===== src/rtl/solve_position_multi.sv =====
// Ball-position integrator: fixed-point X/Y accumulation with wall bounce, arena clamp and win FSM.
// Optional macro DWELL_EN adds a SETTLE dwell of WIN_HOLD near steps before WIN.
module solve_position_multi #(
  parameter int INT_W    = 9,
  parameter int FRAC_W   = 7,
  parameter int VEL_W    = 11,
  parameter int OUT_W    = 11,
  parameter int WIN_DIST = 2,
  parameter int WIN_HOLD = 8,
  parameter int X_MIN    = 0,
  parameter int X_MAX    = 511,
  parameter int Y_MIN    = 0,
  parameter int Y_MAX    = 511
) (
  input  logic                    clk,
  input  logic                    rst,
  input  logic                    start,
  input  logic                    step,
  input  logic        [OUT_W-1:0] init_x,
  input  logic        [OUT_W-1:0] init_y,
  input  logic        [OUT_W-1:0] score_x,
  input  logic        [OUT_W-1:0] score_y,
  input  logic signed [VEL_W-1:0] velocity_x,
  input  logic signed [VEL_W-1:0] velocity_y,
  input  logic        [3:0]       collision,
  output logic        [OUT_W-1:0] position_x,
  output logic        [OUT_W-1:0] position_y,
  output logic        [3:0]       wall,
  output logic                    win,
  output logic        [1:0]       state
);

  localparam int ACC_W = INT_W + FRAC_W;
  localparam int SUM_W = ACC_W + 2;

  localparam logic signed [SUM_W-1:0] X_LO = SUM_W'(X_MIN * (2 ** FRAC_W));
  localparam logic signed [SUM_W-1:0] X_HI = SUM_W'(X_MAX * (2 ** FRAC_W) + (2 ** FRAC_W) - 1);
  localparam logic signed [SUM_W-1:0] Y_LO = SUM_W'(Y_MIN * (2 ** FRAC_W));
  localparam logic signed [SUM_W-1:0] Y_HI = SUM_W'(Y_MAX * (2 ** FRAC_W) + (2 ** FRAC_W) - 1);

  typedef enum logic [1:0] {
    S_IDLE   = 2'd0,
    S_RUN    = 2'd1,
    S_SETTLE = 2'd2,
    S_WIN    = 2'd3
  } state_t;

  state_t             state_q;
  logic               win_q;
  logic [3:0]         wall_q;
  logic [ACC_W-1:0]   acc_x_q, acc_y_q;
  logic [ACC_W-1:0]   step_x_d, step_y_d;
  logic [ACC_W-1:0]   init_x_d, init_y_d;
  logic [ACC_W-1:0]   score_x_d, score_y_d;
  logic [3:0]         wall_d;
  logic               near_d;
  logic signed [SUM_W-1:0] sum_x, sum_y;
  logic               unused_init_hi;
`ifdef DWELL_EN
  logic [7:0]         cnt_q;
`endif

  // One axis update in SUM_W signed bits so no result can wrap before clamping.
  function automatic logic signed [SUM_W-1:0] step_sum(
    input logic [ACC_W-1:0] acc,
    input logic signed [VEL_W-1:0] v,
    input logic [1:0] rule
  );
    logic signed [SUM_W-1:0] a, vs, half;
    logic [VEL_W-1:0] mag;
    a    = $signed({2'b00, acc});
    vs   = $signed({{(SUM_W-VEL_W){v[VEL_W-1]}}, v});
    mag  = v[VEL_W-1] ? VEL_W'(-v) : VEL_W'(v);
    half = $signed({{(SUM_W-VEL_W){1'b0}}, (mag >> 1)});
    case (rule)
      2'b00:   step_sum = a + vs;
      2'b10:   step_sum = a + half;
      2'b01:   step_sum = a - half;
      default: step_sum = a;
    endcase
  endfunction

  function automatic logic [ACC_W-1:0] clamp(input logic signed [SUM_W-1:0] s, input logic is_y);
    if (s < (is_y ? Y_LO : X_LO))
      clamp = is_y ? Y_LO[ACC_W-1:0] : X_LO[ACC_W-1:0];
    else if (s > (is_y ? Y_HI : X_HI))
      clamp = is_y ? Y_HI[ACC_W-1:0] : X_HI[ACC_W-1:0];
    else
      clamp = s[ACC_W-1:0];
  endfunction

  function automatic logic near_axis(input logic [OUT_W-1:0] p, input logic [OUT_W-1:0] t);
    logic [OUT_W-1:0] d;
    d = (p >= t) ? (p - t) : (t - p);
    near_axis = (d <= OUT_W'(WIN_DIST));
  endfunction

  always_comb begin
    sum_x     = step_sum(acc_x_q, velocity_x, collision[1:0]);
    sum_y     = step_sum(acc_y_q, velocity_y, collision[3:2]);
    step_x_d  = clamp(sum_x, 1'b0);
    step_y_d  = clamp(sum_y, 1'b1);
    wall_d    = {sum_y > Y_HI, sum_y < Y_LO, sum_x > X_HI, sum_x < X_LO};
    init_x_d  = clamp($signed({2'b00, init_x[INT_W-1:0], {FRAC_W{1'b0}}}), 1'b0);
    init_y_d  = clamp($signed({2'b00, init_y[INT_W-1:0], {FRAC_W{1'b0}}}), 1'b1);
    score_x_d = clamp($signed({2'b00, score_x[INT_W-1:0], {FRAC_W{1'b0}}}), 1'b0);
    score_y_d = clamp($signed({2'b00, score_y[INT_W-1:0], {FRAC_W{1'b0}}}), 1'b1);
    near_d    = near_axis(OUT_W'(step_x_d[ACC_W-1:FRAC_W]), score_x) &&
                near_axis(OUT_W'(step_y_d[ACC_W-1:FRAC_W]), score_y);
  end

  assign unused_init_hi = ^{init_x, init_y};

  always_ff @(posedge clk or posedge rst) begin
    if (rst) begin
      state_q <= S_IDLE;
      win_q   <= 1'b0;
      wall_q  <= 4'b0000;
      acc_x_q <= '0;
      acc_y_q <= '0;
`ifdef DWELL_EN
      cnt_q   <= 8'd0;
`endif
    end else if (start) begin
      // Restart path: start has priority over any step in the same cycle.
      state_q <= S_RUN;
      win_q   <= 1'b0;
      wall_q  <= 4'b0000;
      acc_x_q <= init_x_d;
      acc_y_q <= init_y_d;
`ifdef DWELL_EN
      cnt_q   <= 8'd0;
`endif
    end else begin
      case (state_q)
        S_RUN, S_SETTLE: begin
          if (step) begin
            acc_x_q <= step_x_d;
            acc_y_q <= step_y_d;
            wall_q  <= wall_d;
            if (near_d) begin
`ifdef DWELL_EN
              if (state_q == S_RUN && WIN_HOLD > 1) begin
                state_q <= S_SETTLE;
                cnt_q   <= 8'd1;
              end else if (state_q == S_SETTLE && (cnt_q + 8'd1) != 8'(WIN_HOLD)) begin
                cnt_q   <= cnt_q + 8'd1;
              end else begin
                state_q <= S_WIN;
                win_q   <= 1'b1;
                acc_x_q <= score_x_d;
                acc_y_q <= score_y_d;
              end
`else
              state_q <= S_WIN;
              win_q   <= 1'b1;
              acc_x_q <= score_x_d;
              acc_y_q <= score_y_d;
`endif
            end else begin
`ifdef DWELL_EN
              state_q <= S_RUN;
              cnt_q   <= 8'd0;
`endif
            end
          end
        end
        S_WIN: begin
          // Ball is pinned to the target, following it if it moves.
          acc_x_q <= score_x_d;
          acc_y_q <= score_y_d;
        end
        default: ;
      endcase
    end
  end

  assign position_x = OUT_W'(acc_x_q[ACC_W-1:FRAC_W]);
  assign position_y = OUT_W'(acc_y_q[ACC_W-1:FRAC_W]);
  assign wall       = wall_q;
  assign win        = win_q;
  assign state      = state_q;

endmodule

===== config.mk =====
export PLATFORM = sky130hd
export DESIGN_NAME = solve_position_multi
export DESIGN_NICKNAME = d
export VERILOG_FILES = /design/src/rtl/solve_position_multi.sv
export SDC_FILE = /design/constraint.sdc
export NUM_CORES = 1
export LEC_CHECK = 0
export CAP_MARGIN = 20
export CORE_MARGIN = 4
export CORE_UTILIZATION = 59
export CTS_CLUSTER_DIAMETER = 40
export DETAILED_ROUTE_END_ITERATION = 10
export GPL_ROUTABILITY_DRIVEN = 0
export PLACE_DENSITY = 0.83
export SLEW_MARGIN = 10
export SYNTH_ARGS = -nofsm -noshare
export SYNTH_HDL_FRONTEND = slang
export SYNTH_SLANG_ARGS = --single-unit

===== constraint.sdc =====
create_clock -name clk -period 8.15 [get_ports clk]
set_clock_uncertainty 0.1 [all_clocks]
set_input_delay 0.815 -clock clk [delete_from_list [all_inputs] [get_ports clk]]
set_output_delay 0.815 -clock clk [all_outputs]
set_load 0.05 [all_outputs]

== Word-level counts from Yosys, hierarchy flattened ==
Index checks and enable logic that the tools add are counted.

* Add/sub/neg operators: 12
* $mul: 0
* Divide/modulo/power cells: 0
* Magnitude comparators: 8
* Equality and inequality tests: 8
* Shift operators: 0
* Muxes and demuxes: 29
* Bitwise operators: 0
* Reductions and logical operators: 11

{| class="wikitable"
|+ Operator list
! operator !! number
|-
| two-way mux 16 bit || 10
|-
| one-hot mux 18 bit (3 select lines) || 2
|-
| one-hot mux 16 bit (2 select lines) || 2
|-
| two-way mux 11 bit || 4
|-
| adder 17 x 11 -> 18 bit || 2
|-
| greater-than comparator 18 x 17 -> 1 bit (second input constant) || 2
|-
| < comparator 18 x 1 -> 1 bit (second input constant) || 2
|-
| adder 16 x 10 -> 17 bit || 2
|-
| subtractor 16 x 10 -> 17 bit || 2
|-
| greater-or-equal comparator 9 x 11 -> 1 bit || 2
|-
| <= comparator 11 x 2 -> 1 bit (second input constant) || 2
|-
| negator 11 bit || 2
|-
| subtractor 11 x 9 -> 11 bit || 2
|-
| subtractor 9 x 11 -> 11 bit || 2
|-
| two-way mux 4 bit || 3
|-
| equality test 2 bit (second input constant) || 4
|-
| two-way mux 2 bit || 4
|-
| equality test 2 x 1 -> 1 bit (second input constant) || 3
|-
| nonzero test 2 bit || 3
|-
| logical NOT 2 bit || 2
|-
| two-way mux 1 bit || 4
|-
| AND reduction 2 bit || 2
|-
| != test 3 bit (second input constant) || 1
|-
| AND reduction 3 bit || 1
|-
| 3 further kinds || 3
|}

* Register bits: 39
* Bits in latches: 0
* Memory bits (writable): 0
* Bits in read-only memories: 0
* Bits of input ports: 74
* Output and inout port bits: 29
* Logic and storage cells: 73
* Memories: 0

== Depth between registers and ports, before layout ==
Gate-level depths: netlist of the first run.

* Word-level depth: 15
* Depth in mapped cells: 31
* Mapped depth without buffers: 29

== Least setup slack after synthesis of the first run ==
OpenSTA, ideal clock, no wires.

* Path type: input to register
* Start: input port velocity_x[10]
* End: register acc_x_q[2]
* Library setup time: 0.122 ns
* Arrival: 7.223 ns
* Data required time: 7.928 ns
* Setup slack: 0.706 ns
* Cell stages on the path: 28
* Path buffers: 5
* Cells stage by stage: clkbuf_1 > clkbuf_1 > nand2b_1 > xnor2_1 > inv_1 > fa_1 > nor2b_1 > o21ai_0 > or3b_1 > a21bo_2 > a221oi_1 > a31oi_1 > and2_1 > buf_4 > and2_1 > ha_1 > nand4_2 > o31a_1 > nand2b_1 > buf_6 > and3_2 > o21ai_0 > or3b_1 > or4b_4 > o31ai_4 > nor2_4 > buf_6 > a32o_1

* Word-level cells in the longest chain between the ends: 15
* Elaborated cells between the ends (all ways): 20

{| class="wikitable"
|+ RTL lines
! element !! RTL line !! RTL
|-
| start: declaration || 23 || <nowiki>input logic signed [VEL_W-1:0] velocity_x,</nowiki>
|-
| negator 11 bit || 73 || <nowiki>mag = v[VEL_W-1] ? VEL_W'(-v) : VEL_W'(v);</nowiki>
|-
| two-way mux 11 bit || 73 ||
|-
| subtractor 16 x 10 -> 17 bit or adder 16 x 10 -> 17 bit (tied branches) || 78, 77 ||
|-
| one-hot mux 18 bit (3 select lines) (*) || 75 || <nowiki>case (rule)</nowiki>
|-
| greater-than comparator 18 x 17 -> 1 bit || 86 || <nowiki>else if (s > (is_y ? Y_HI : X_HI))</nowiki>
|-
| two-way mux 16 bit || 86 ||
|-
| two-way mux 16 bit (*) || 84 || <nowiki>if (s < (is_y ? Y_LO : X_LO))</nowiki>
|-
| subtractor 11 x 9 -> 11 bit, or another cell as far along || 94 || <nowiki>d = (p >= t) ? (p - t) : (t - p);</nowiki>
|-
| two-way mux 11 bit || 94 ||
|-
| <= comparator 11 x 2 -> 1 bit || 95 || <nowiki>near_axis = (d <= OUT_W'(WIN_DIST));</nowiki>
|-
| logical AND 1 bit || 108 || <nowiki>near_d = near_axis(OUT_W'(step_x_d[ACC_W-1:FRAC_W]), score_x) &&</nowiki>
|-
| two-way mux 16 bit (*) || 141 || <nowiki>if (near_d) begin</nowiki>
|-
| two-way mux 16 bit (*) || 137 || <nowiki>if (step) begin</nowiki>
|-
| one-hot mux 16 bit (2 select lines) (*) || 135 || <nowiki>case (state_q)</nowiki>
|-
| two-way mux 16 bit (*) || 124 || <nowiki>end else if (start) begin</nowiki>
|-
| end signal: assignment || 129 || <nowiki>acc_x_q <= init_x_d;</nowiki>
|-
| end signal: assignment || 138 || <nowiki>acc_x_q <= step_x_d;</nowiki>
|-
| end signal: assignment || 157 || <nowiki>acc_x_q <= score_x_d;</nowiki>
|-
| end: declaration || 51 || <nowiki>logic [ACC_W-1:0] acc_x_q, acc_y_q;</nowiki>
|}

Every way passes the cells marked *; elsewhere a longest branch is shown, timed or not. The select of a mux whose other input is x is not followed.
A chain may end at the register's enable or synchronous reset.

== Final worst setup path of the first run ==
* Start: input port velocity_x[1]
* End: register acc_y_q[3]

* Word-level cells in the longest chain between the ends: 15
* Elaborated cells between the ends (all ways): 20

{| class="wikitable"
|+ RTL lines
! element !! RTL line !! RTL
|-
| negator 11 bit || 73 ||
|-
| two-way mux 11 bit || 73 ||
|-
| subtractor 16 x 10 -> 17 bit or adder 16 x 10 -> 17 bit (tied branches) || 78, 77 ||
|-
| one-hot mux 18 bit (3 select lines) (*) || 75 ||
|-
| greater-than comparator 18 x 17 -> 1 bit || 86 ||
|-
| two-way mux 16 bit || 86 ||
|-
| two-way mux 16 bit (*) || 84 ||
|-
| subtractor 11 x 9 -> 11 bit, or another cell as far along || 94 ||
|-
| two-way mux 11 bit (*) || 94 ||
|-
| <= comparator 11 x 2 -> 1 bit (*) || 95 ||
|-
| logical AND 1 bit (*) || 108 ||
|-
| two-way mux 16 bit (*) || 141 ||
|-
| two-way mux 16 bit (*) || 137 ||
|-
| one-hot mux 16 bit (2 select lines) (*) || 135 ||
|-
| two-way mux 16 bit (*) || 124 ||
|-
| end signal: assignment || 130 || <nowiki>acc_y_q <= init_y_d;</nowiki>
|-
| end signal: assignment || 139 || <nowiki>acc_y_q <= step_y_d;</nowiki>
|-
| end signal: assignment || 158 || <nowiki>acc_y_q <= score_y_d;</nowiki>
|-
| end: declaration || 51 ||
|}

Marks and branches as above.

==> summary.md, run 1 <==
| Metric | Value |
|---|---|
| Clock share of power | 0.104 |
| Top cell type's share of synthesized area | 0.158 |
| Final Hold Viols | 0 |
| Nets@finish | 1553 |
| Comb pwr share | 0.768 |
| Worst EP required | 8240 ps |
| Slew @ Worst Pin | 775 ps |
| Max-slew headroom | 0.481 |
| Core area | 15100 um2 |
| Synth Register Bits | 38 |
| Fmax | 0.128 GHz |
| Post-synth cell types | 97 |
| Port-buffer cells | 94 |
| Crit start category | input port |
| Final instance area | 10900 um2 |
| DPL Wire Length | 22600 um |
| Clk sinks | 38 |
| Ys flop type | dfrtp_1 |
| Remaining DRCs | 0 |
| Largest net degree at the start of global routing | 39 |
| R2R depth | 26 |
| Initial DRC count | 1102 |
| Std cell rows | 45 |
| Max-cap viol count | 0 |
| Syn Inst Count | 1214 |
| # diodes | 0 |
| EDFF count, synth | 0 |
| Longest Clk Path Bufs | 2 |
| Drt pass-1 iters | 6 |
| Worst skew pair latency | 300 ps |
| Commonest cells post-synth | 115 x ha_1, 113 x inv_1, 96 x nor2_1 |
| Slowest CP cell | or4b_4 |
| CTS buffer count | 5 |
| Total Wirelength | 29200 um |
| Total track usage | 0.319 |
| Non-Filler Instances | 1542 |
| R2r endpoint | acc_y_q[3] |
| Setup ws final | 332 ps |
| Die Span Y | 132 um |
| Status | complete, no violations |
| Final setup violation count | 0 |
| Fraction of layout cells with a size suffix above 1 | 0.129 |
| Via count | 10300 |
| DR vias/cell | 6.69 |
| R2R Setup Slk | 1050 ps |
| Clk slew on worst S/H paths | 70 ps |
| Setup crit end kind | flop |
| Worst Setup EP | acc_y_q[3] |
| Min cycle time layout | 7820 ps |
| VDD IR max | 0.133 mV |
| First-pass GRT wire length | 46700 um |
| Dpl cells | 1532 |
| P per Cell Area | 217 nW/um2 |
| I/O Pins | 103 |
| YS warnings | 0 |
| H-tree depth | 2 |
| Largest area contributor in the netlist | ha_1 |
| Setup WS pre-CTS | -88.7 ps |
| Syn Std Cell Area | 9080 um2 |
| Area delta synth->final | 19.9% |
| Mean Syn Cell Area | 7.48 um2 |
| Crit-path max cell delay | 550 ps |
| Cell with the most instances after synthesis | ha_1 |
| Hold WC Path Type | flop to flop |
| Pleak | 5.01 nW |
| Number of antenna violations at the first check in global routing | 0 |
| Dpl cell area | 10600 um2 |
| Pint | 1.17 mW |
| RSZ-0062 raised after global routing | yes |
| Vias in the first global route | 9614 |
| Crit Path Class | input port to flop |
| Wirelength per Cell | 18.9 um |
| Reg power frac | 0.127 |
| Clock root cell | clkbuf_16 |
| Switching power | 1.19 mW |
| Worst setup path start | velocity_x[1] |
| RR Startpoint | acc_x_q[0] |
| Net Sw Frac | 0.505 |
| Initial Utilization | 0.600 |
| Async S/R FF share, synth | 1.00 |
| Sequential area share after synthesis | 0.105 |
| Gr ovfl total | 0 |
| Final worst-path cycle share | 0.959 |
| Post-CTS Hold Fix Bufs | 0 |
| Largest cells by area after synthesis | ha_1 16%, dfrtp_1 10%, a21oi_1 4.7% |
| Die Wd | 132 um |
| DIE AREA | 17400 um2 |
| Critical Path Fanout Max | 8 |
| CP arrival | 7910 ps |
| Post-route ant nets | 0 |
| Tot Pwr | 2.37 mW |
| Setup TNS Final | 0 ps |
| Max-slew violations | 0 |
| CTS tree | yes |
==> metrics by stage <==
| stage | util | hold WS [ps] |
|---|---|---|
| after global routing | 0.719 | 458 |
| after global placement | 0.700 | 388 |
| after floorplan | - | 418 |
| after CTS | 0.711 | 415 |
| after detailed placement | 0.700 | 396 |
| final | 0.719 | 415 |
==> power groups by stage <==
stage | clock [mW] | sequential [mW] | combinational (mW)
finish | 0.246 | 0.302 | 1.82
global route | 0.251 | 0.306 | 1.98
CTS | 0.243 | 0.298 | 1.75
detailed placement | 0 | 0.300 | 1.74
global placement | 0 | 0.300 | 1.69
floorplan | 0 | 0.275 | 1.27
==> state kept, by name (all words and copies together), names as in the netlist <==
signal and count:
wall 4, state 2, acc_y_q 16, acc_x_q 16
==> how the worst min path moves through the flow <==
stage	from	endpoint	slack, ps	cells after the start
final	state[0]	state[0]	420	2
after global routing	state[0]	state[0]	460	2
after CTS	state[0]	state[0]	410	2
after detailed placement	state[0]	state[0]	400	2
after global placement	state[0]	state[0]	390	2
after floorplan	acc_x_q[0]	acc_x_q[0]	420	1
==> layout by cell type (no fill, tap or decap), types with 12 or more instances in the layout <==
cell type        count
ha_1               114
inv_1              113
buf_4              107
nor2_1              96
clkdlybuf4s50_1     94
nand2_1             90
a21oi_1             84
o21ai_0             64
dfrtp_1             38
xnor2_1             36
nand3_1             35
a21o_1              25
mux2i_1             22
a22oi_1             21
a211oi_1            20
nor3_1              20
nand2b_1            18
o211ai_1            17
xor2_1              16
a31oi_1             15
o22ai_1             15
a211o_1             14
and2_1              12
==> logic make-up (layout without fill, tap and decap cells) <==
family / count (synthesis) / in the layout / share of synthesized area
AOI/OAI and AO/OA: 430 / 430 / 0.338
other: 1 / 4 / 0.000413
and+or+nand+nor: 351 / 352 / 0.191
buffers and inverters: 187 / 323 / 0.0988
muxes: 28 / 28 / 0.0342
DFF: 38 / 38 / 0.105
xor gates and xnor gates: 54 / 54 / 0.0521
adders and majority gates: 125 / 125 / 0.180
==> per-layer routing <==
metal  global-route usage  up-vias  wire (um)
li1                     -     4759          -
met1                0.422     4772      12000
met2                0.499      615      12800
met3               0.0485      163       2810
met4                0.173        0       1560
met5                    0        -          0
==> critical path: cells and delay by family <==
kind	cells	cell delay (ps)
AOI/OAI and AO/OA	10	2010
xor gates and xnor gates	2	320
adders and majority gates	3	980
buffers and inverters	8	1460
and+or+nand+nor	8	2320
==> area by class of cell <==
type / count / area [um2]
clock buffer: 6 / 139
clock inverter: 1 / 30.0
fill: 1188 / 4260
inverter: 114 / 428
multi-input combinational: 993 / 7340
sequential: 38 / 951
tap: 188 / 235
timing repair buffer: 202 / 1760
==> repair_timing <==
item / in CTS / in global routing
setup endpoints to repair: 0 / 32
buffers inserted: 0 / 2
gates resized for setup: 0 / 22
Note: power is estimated with default switching activity, not from simulation.
==> run 2, diff against run 1 <==
- CORE_UTILIZATION: 59 -> 60
- PLACE_DENSITY: 0.83 -> 0.84
- clock period: 8.15 -> 9.1 ns (I/O delays scaled with it)
==> run 2 against run 1 <==
Effect of this change:
- sequential cell count did not move
- combinational power down 19%
- global-route usage increased by 0.41 points
- critical path depth is 4 lower
- clock power hardly changed
- critical endpoint unchanged
==> summary.md, run 2 (same netlist as run 1, synthesis figures left out) <==
| Metric | Value |
|---|---|
| Worst skew pair latency | 310 ps |
| First-pass GRT wire length | 44700 um |
| Core area | 14700 um2 |
| Die Span Y | 131 um |
| Total Wirelength | 27900 um |
| Max-slew violations | 0 |
| Via count | 9800 |
| Initial Utilization | 0.618 |
| Largest net degree at the start of global routing | 39 |
| Post-CTS Hold Fix Bufs | 0 |
| DIE AREA | 17200 um2 |
| P per Cell Area | 195 nW/um2 |
| I/O Pins | 103 |
| Vias in the first global route | 9110 |
| Hold Crit Depth | 2 |
| Slew @ Worst Pin | 1060 ps |
| DPL Wire Length | 21600 um |
| RSZ-0062 raised after global routing | no |
| Max-slew headroom | 0.289 |
| Hold path startpoint | state[0] |
| Area delta synth->final | 12.5% |
| Number of antenna violations at the first check in global routing | 0 |
| Max-cap viol count | 0 |
| Longest Clk Path Bufs | 2 |
| Remaining DRCs | 0 |
| Worst EP required | 9200 ps |
| # diodes | 0 |
| CTS resizes | 0 |
| Min cycle time layout | 8670 ps |
| Port-buffer cells | 94 |
| Most used cell, CP | ha_1 |
| Hold WS | 417 ps |
| Crit Path Class | input port to flop |
| Fill cells | 1248 |
| Post-route ant nets | 0 |
| Critical Path Fanout Max | 9 |
| Postcts setup bufs | 0 |
| Status | complete, no violations |
| Hold WC Path Type | flop to flop |
| Tot Pwr | 2.00 mW |
| CTS tree | yes |
| Sequential cell area | 951 um2 |
| Wirelength per Cell | 19.1 um |
| Die Wd | 131 um |
| DR vias/cell | 6.72 |
| Pleak | 4.61 nW |
| Crit-path max cell delay | 590 ps |
| Final setup violation count | 0 |
| Hold path endpoint | state[0] |
| Clock root cell | clkbuf_16 |
| Fraction of layout cells with a size suffix above 1 | 0.0635 |
| Nets@finish | 1473 |
| RR Startpoint | acc_x_q[0] |
| Initial DRC count | 1084 |
| Final worst-path cycle share | 0.953 |
| Drt pass-1 iters | 6 |
| R2R depth | 23 |
| VDD IR max | 0.133 mV |
| Gr ovfl total | 0 |
| H-tree depth | 2 |
| CTS buffer count | 5 |
| Clk slew on worst S/H paths | 70 ps |
| Crit start category | input port |
| Slowest CP cell | clkdlybuf4s50_1 |
| Clk sinks | 38 |
| Final Hold Viols | 0 |
| Fmax | 0.115 GHz |
| Std cell rows | 44 |
| R2r endpoint | acc_y_q[3] |
| R2R Setup Slk | 1490 ps |
| Total track usage | 0.323 |
| CP arrival | 8770 ps |
| Setup TNS Final | 0 ps |
| Area of the multi-input gates | 7260 um2 |
| Most common cell after layout, fill and taps aside | ha_1 |
| Most frequent cells in the layout | 115 x ha_1, 113 x inv_1, 96 x nor2_1, 94 x clkdlybuf4s50_1, 91 x nand2_1 |
| Setup crit end kind | flop |
==> run 2: cell count changes in the layout (fill, tap and decap cells not counted), moves of 2 or more <==
cell,before,now
a2111oi_0,2,4
xnor2_1,36,38
a31oi_2,2,0
buf_4,107,29
xnor2_2,2,0
a31oi_1,15,17
==> run 2: cell type report <==
cell class	instances	share of cell area
multi-input cells	992	0.710
clock inverters	3	0.00673
flip-flops and latches	38	0.0930
repair buffers	123	0.113
clock buffers	5	0.0122
inverters	114	0.0419
well taps	184	0.0225
==> run 2: metrics by stage <==
step	cell area, um2	instances	setup WS (ps)	utilization
6_report	10200	1459	428	0.695
5_1_grt	10200	1459	8.98	0.695
2_1_floorplan	9090	1217	1560	-
3_5_place_dp	10000	1451	331	0.681
3_3_place_gp	10000	1451	403	0.681
4_1_cts	10200	1459	588	0.695
==> run 2: power breakdown <==
part,leakage (nW),internal (mW),switching [mW]
logic,4.05,0.614,0.866
clock network,0.0940,0.158,0.0865
registers,0.473,0.200,0.0731
total,4.61,0.972,1.03
==> run 2: worst max path at each step <==
stage                    from          end  slack (ps)
2_1_floorplan  velocity_x[10]   acc_x_q[2]        1560
3_3_place_gp    velocity_y[1]  acc_x_q[13]         400
3_5_place_dp    velocity_y[1]  acc_x_q[15]         330
4_1_cts         velocity_x[1]  acc_x_q[15]         590
5_1_grt         velocity_y[1]   acc_y_q[4]           9
6_report        velocity_x[1]   acc_y_q[3]         430
==> run 2: critical path: cells and delay by family <==
| family | cells | cell delay, ps |
|---|---|---|
| AND/OR/NAND/NOR | 5 | 1220 |
| AO/OA/AOI/OAI | 14 | 4220 |
| adder cells (fa/ha/maj) | 4 | 1370 |
| buffers and inverters | 4 | 1000 |
==> run 2: metal layers <==
layer	global-route usage	wire length [um]
met5	0	0
met4	0.138	1210
met3	0.0699	2630
met2	0.497	12200
met1	0.436	11900
